File: config.mk
export PLATFORM = sky130hd
export DESIGN_NAME = fib_sweep_host
export DESIGN_NICKNAME = d
export VERILOG_FILES = /design/src/rtl/fib_sweep_host.sv
export SDC_FILE = /design/constraint.sdc
export NUM_CORES = 1
export LEC_CHECK = 0
export CORE_ASPECT_RATIO = 0.9
export CORE_MARGIN = 2
export CORE_UTILIZATION = 58
export CTS_CLUSTER_DIAMETER = 30
export DETAILED_ROUTE_END_ITERATION = 6
export PLACE_DENSITY = 0.84
export SLEW_MARGIN = 20
export SYNTH_ARGS = -nofsm -noshare
export SYNTH_HDL_FRONTEND = slang
export SYNTH_SLANG_ARGS = --single-unit
File: constraint.sdc
create_clock -name clk -period 3.3 [get_ports clk]
set_input_delay 0.99 -clock clk [delete_from_list [all_inputs] [get_ports clk]]
set_output_delay 0.99 -clock clk [all_outputs]
set_load 0.1 [all_outputs]
File: src/rtl/fib_sweep_host.sv
// Sweeps n_first..n_last through the Fibonacci request/done handshake and
// queues (n, result) pairs in a small FIFO. FIB_TIMEOUT_EN adds a per-request watchdog.
module fib_sweep_host #(
  parameter int MAX_N       = 24,
  parameter int DEPTH       = 4,
  parameter int TIMEOUT_CYC = 64
) (
  input  logic        clk,
  input  logic        reset,
  input  logic        start,
  input  logic [4:0]  n_first,
  input  logic [4:0]  n_last,
  output logic        busy,
  output logic        sweep_done,
  output logic        cfg_err,
  output logic [4:0]  fib_n,
  output logic        fib_go,
  input  logic        fib_done,
  input  logic [16:0] fib_data,
  output logic        res_valid,
  input  logic        res_ready,
  output logic [4:0]  res_n,
  output logic [16:0] res_data,
  output logic        timeout_err
);
  localparam int AW = $clog2(DEPTH);
  localparam logic [4:0]  MAX_N5 = 5'(MAX_N);
  localparam logic [AW:0] FULL   = (AW+1)'(DEPTH);

  typedef enum logic [2:0] {IDLE, ISSUE, GAP, STALL, FINISH} state_t;
  state_t state, state_nxt;

  logic [4:0]    cur, cur_nxt, last, last_nxt;
  logic [AW-1:0] wr_ptr, rd_ptr;
  logic [AW:0]   count, count_nxt;
  logic [4:0]    mem_n [DEPTH];
  logic [16:0]   mem_d [DEPTH];
  logic          push, pop, full, cfg_ok, accept, cfg_bad, to_hit;

  assign full   = (count == FULL);
  assign pop    = res_valid & res_ready;
  assign cfg_ok = (n_first <= n_last) && (n_last <= MAX_N5);
  assign fib_n  = cur;
  assign res_n    = mem_n[rd_ptr];
  assign res_data = mem_d[rd_ptr];

`ifdef FIB_TIMEOUT_EN
  localparam int TW = $clog2(TIMEOUT_CYC + 1);
  logic [TW-1:0] tcnt;

  // Counts cycles spent in the current ISSUE; zero everywhere else.
  always_ff @(posedge clk) begin
    if (reset || state != ISSUE) tcnt <= '0;
    else                         tcnt <= tcnt + 1'b1;
  end
  assign to_hit = (state == ISSUE) && !fib_done && (tcnt == TW'(TIMEOUT_CYC - 1));
`else
  assign to_hit = 1'b0;
`endif

  always_comb begin
    state_nxt = state;
    cur_nxt   = cur;
    last_nxt  = last;
    push      = 1'b0;
    accept    = 1'b0;
    cfg_bad   = 1'b0;
    case (state)
      IDLE: if (start) begin
        if (cfg_ok) begin
          accept    = 1'b1;
          cur_nxt   = n_first;
          last_nxt  = n_last;
          state_nxt = full ? STALL : ISSUE;
        end else begin
          cfg_bad = 1'b1;
        end
      end
      ISSUE: if (fib_done) begin
        push = 1'b1;
        if (cur == last) state_nxt = FINISH;
        else begin
          cur_nxt   = cur + 5'd1;
          state_nxt = GAP;
        end
      end else if (to_hit) begin
        state_nxt = IDLE;
      end
      GAP:    state_nxt = full ? STALL : ISSUE;
      STALL:  if (!full) state_nxt = ISSUE;
      FINISH: state_nxt = IDLE;
      default: state_nxt = IDLE;
    endcase
  end

  always_comb begin
    count_nxt = count;
    if (push && !pop)      count_nxt = count + 1'b1;
    else if (!push && pop) count_nxt = count - 1'b1;
  end

  // Outputs are flops loaded from the next-state decode so they line up with state.
  always_ff @(posedge clk) begin
    if (reset) begin
      state       <= IDLE;
      cur         <= '0;
      last        <= '0;
      fib_go      <= 1'b0;
      busy        <= 1'b0;
      sweep_done  <= 1'b0;
      cfg_err     <= 1'b0;
      timeout_err <= 1'b0;
    end else begin
      state      <= state_nxt;
      cur        <= cur_nxt;
      last       <= last_nxt;
      fib_go     <= (state_nxt == ISSUE);
      busy       <= (state_nxt == ISSUE) || (state_nxt == GAP) || (state_nxt == STALL);
      sweep_done <= (state_nxt == FINISH);
      cfg_err    <= cfg_bad;
      if (to_hit)      timeout_err <= 1'b1;
      else if (accept) timeout_err <= 1'b0;
    end
  end

  always_ff @(posedge clk) begin
    if (reset) begin
      wr_ptr    <= '0;
      rd_ptr    <= '0;
      count     <= '0;
      res_valid <= 1'b0;
    end else begin
      if (push) wr_ptr <= wr_ptr + 1'b1;
      if (pop)  rd_ptr <= rd_ptr + 1'b1;
      count     <= count_nxt;
      res_valid <= (count_nxt != '0);
    end
  end

  always_ff @(posedge clk) begin
    if (push) begin
      mem_n[wr_ptr] <= cur;
      mem_d[wr_ptr] <= fib_data;
    end
  end
endmodule

==> results.txt, run 1 <==
* Cell accounting for the most synthesized area: edfxtp_1
* Height of the die: 89.1 um
- Clock-pin slew was measured on the worst setup and hold paths at 0.06 ns.
- Transition time at the pin with the least slew margin: 0.601 ns
- TritonCTS built the clock tree.
- Placement Cell Area: 5680 um2
* Starting density of the core: 0.590
- HPWL after detailed placement: 6.00 mm
- Root Driver: clkbuf_8
- CTS-repair resized insts: 0
- Pin count of the biggest net entering global routing: 23
- Syn_nets: 328
* CTS max path bufs: 2
- RD Place Congestion: 0.858
- Iter 0 DRT Violations: 160
- Post-Layout Inst Area: 6260 um2
- For this run, the number of Yosys warnings is 0.
- Number of hold violations in the final report: 0
* Critical Path Start Type: flop
* Final std cells w/o fill: 479
- A synthesized cell averages 16.5 um2.
- Routed wire length: 9.30 mm
* # diodes: 0
- The flow ran to the end, and the final reports show no timing, DRC or antenna violations.
* Core box area: 7910 um2
- Using the TritonRoute via totals, the vias-per-cell ratio works out to 5.67.
- Clock Skew: 0.0147 ns
* RSZ-0062 raised after global routing: no
- Critical-path maximum fanout: 13
* Area Growth Syn to Fin: 33.9%
- Of the synthesized area, sequential elements account for 0.681.
- Subtracting the final worst setup slack from the clock period gives 3.15 ns.
* Synth Register Bits: 115
- The first global-routing pass estimated 14.6 mm of wire.
- Number of buffer cells added on primary ports: 63
- Timing would allow up to 317 MHz.
- The final route contains 2718 vias.
- I/O pin total: 65
- After detailed placement, the design holds a cell count of 447.
- STA puts the critical path data arrival time at 2.16 ns.
* Commonest cells after routing, fill and taps aside: 88 x edfxtp_1, 31 x clkdlybuf4s50_1, 26 x dfxtp_1, 23 x buf_12
* VDD IR-drop max: 0.000394 V
* Final clock period utilization by the worst path: 0.955
- Leak: 2.27 nW
- In this run the power density over the cells is 793 nW/um2.
- Leaving out fill and tap cells, the most frequent cell in the layout is edfxtp_1.
- In the final routed layout, each cell accounts on average for 19.4 um.
- Max-slew violations: 0
- Hold Buf Count CTS: 0
- Layout cells sized above 1: 0.271
- Counting flops with an async set or reset pin after synthesis yields a share of 0.
- Least setup slack across all paths after layout: 0.148 ns
- WS Path Type: reg -> out
* Number of failing setup endpoints in the final timing report: 0
* Setup TNS: 0 ns
* Master of the slowest instance on the critical path: dfxtp_2
- The via count of the first global-routing pass is 2768.
- Horiz. Die Dim: 98.6 um
- For this run, the total global-route usage over all layers was measured as 0.227.
- The tightest hold path in the finished design has a slack of 0.516 ns.
- The number of antenna violations at the first check in global routing came to 0.
- In the synthesized netlist the dominant register cell turns out to be edfxtp_1.
- # DRC: 0
- Count of buffers added by post-CTS timing repair for setup: 0
- Placement-stage worst setup slack: 0.112 ns
* Proportion of netlist area held by the largest area contributor: 0.566
- The pre-antenna-repair detailed-routing pass consisted of 5 iterations.
- Mapped cell area: 4670 um2
* Main area contributors after synthesis: edfxtp_1 57%, dfxtp_1 12%, mux4_2 11%
- Residual overflow from global routing: 0
- In the synthesized netlist, the number of instances is 283.
* Worst hold path type: reg -> reg
* Clock insertion delay at the later pin of the skew report: 0.50 ns
- Count of unique library cells instantiated by Yosys: 47
- Headroom to the max-slew limit came out at 0.597.
* Antenna viol nets, final: 0
- The signal on the critical path passes through buf_4 -> mux4_2 -> buf_12.
- Counting flops with a built-in enable in the synthesized netlist gives 88.
- Clock tree synthesis found a total of 115 sinks.
* Layout net count: 412
- Slowest stage delay, CP: 0.61 ns
- Clock tree synthesis inserted a total of 17 buffers.
- The floorplan step defined a die boundary enclosing 8790 um2.
- CTS built an H-tree with a depth of 4.
* Row Count: 31
* Maxcap violations: 0
* Data required time of the worst path: 2.31 ns
- Crit. End Element: output pin
-- flip-flops by register name (all words and copies together) (netlist names), named ones only --
| signal | cells |
|---|---|
| cfg_err | 1 |
| wr_ptr | 2 |
| rd_ptr | 2 |
| state | 3 |
| last | 5 |
| mem_d | 68 |
| res_valid | 1 |
| busy | 1 |
| fib_n | 5 |
| fib_go | 1 |
| mem_n | 20 |
| count | 3 |
| sweep_done | 1 |
-- worst max-delay path: cells and delay by family (launching register included) --
| family | cells | cell delay, ns |
|---|---|---|
| muxes | 1 | 0.57 |
| buffers and inverters | 2 | 0.47 |
| DFF | 1 | 0.61 |
-- per-stage QoR --
stage               total power, mW   util
detailed placement             3.23  0.717
global placement               3.20  0.717
CTS                            5.00  0.791
finish                         4.96  0.791
floorplan                      2.75      -
global route                   5.13  0.791
-- layer usage --
layer | routed length, um | vias up | GRT usage
li1 | - | 1259 | -
met1 | 3780 | 1352 | 0.269
met2 | 4940 | 92 | 0.402
met3 | 449 | 15 | 0.0704
met4 | 133 | 0 | 0.0747
met5 | 0 | - | 0
-- power breakdown --
group          switching, mW  internal [mW]
Sequential            0.0858           1.64
Clock                  0.612           1.14
Combinational          0.940          0.542
Total                   1.64           3.32
-- cells by family (layout without fill, tap and decap cells) --
logic type | after synthesis | after routing | share of synthesized area
mux | 28 | 28 | 0.119
xor+xnor | 13 | 13 | 0.0244
other cells | 1 | 1 | 0.000803
compound gates | 32 | 32 | 0.0477
fa+ha+maj | 15 | 15 | 0.0391
buf+inv | 22 | 119 | 0.0206
simple gates | 57 | 57 | 0.0670
flops | 115 | 115 | 0.681
-- final cells by class --
| class | count | area, um2 |
|---|---|---|
| timing repair buffer | 76 | 936 |
| tap | 99 | 124 |
| inverter | 11 | 41.3 |
| fill | 441 | 1660 |
| sequential | 115 | 3180 |
| multi-input combinational | 146 | 1390 |
| clock buffer | 18 | 418 |
| clock inverter | 14 | 161 |
-- worst paths after layout --
check | start | to | slack [ns] | cells after the start
worst max-delay path | flop | res_data[4] | 0.15 | 3
worst max register to register | state[1]$_SDFF_PP0_ | fib_n[0]$_SDFFE_PP0P_ | 1.35 | 5
worst min register to register | last[4]$_SDFFE_PP0P_ | last[4]$_SDFFE_PP0P_ | 0.52 | 2
worst min-delay path | last[4]$_SDFFE_PP0P_ | last[4]$_SDFFE_PP0P_ | 0.52 | 2
-- cell usage after synthesis (2+ instances only) --
master / instances
mux2i_1: 6
inv_1: 11
clkbuf_1: 7
mux4_2: 22
edfxtp_1: 88
dfxtp_1: 27
a21oi_1: 12
ha_1: 13
buf_2: 2
o2111ai_1: 3
maj3_1: 2
nor3b_1: 2
nor2_1: 19
nand3_1: 3
o21ai_0: 5
xnor2_1: 5
xor2_1: 8
nand2_1: 9
and2_1: 5
nor3_1: 7
Note: power is estimated with default switching activity, not from simulation.
==> run 2: changes to the inputs <==
- SKIP_CTS_REPAIR_TIMING: default -> 1
==> results of run 2 <==
The final DEF is identical to that of run 1; final timing and power are the same.
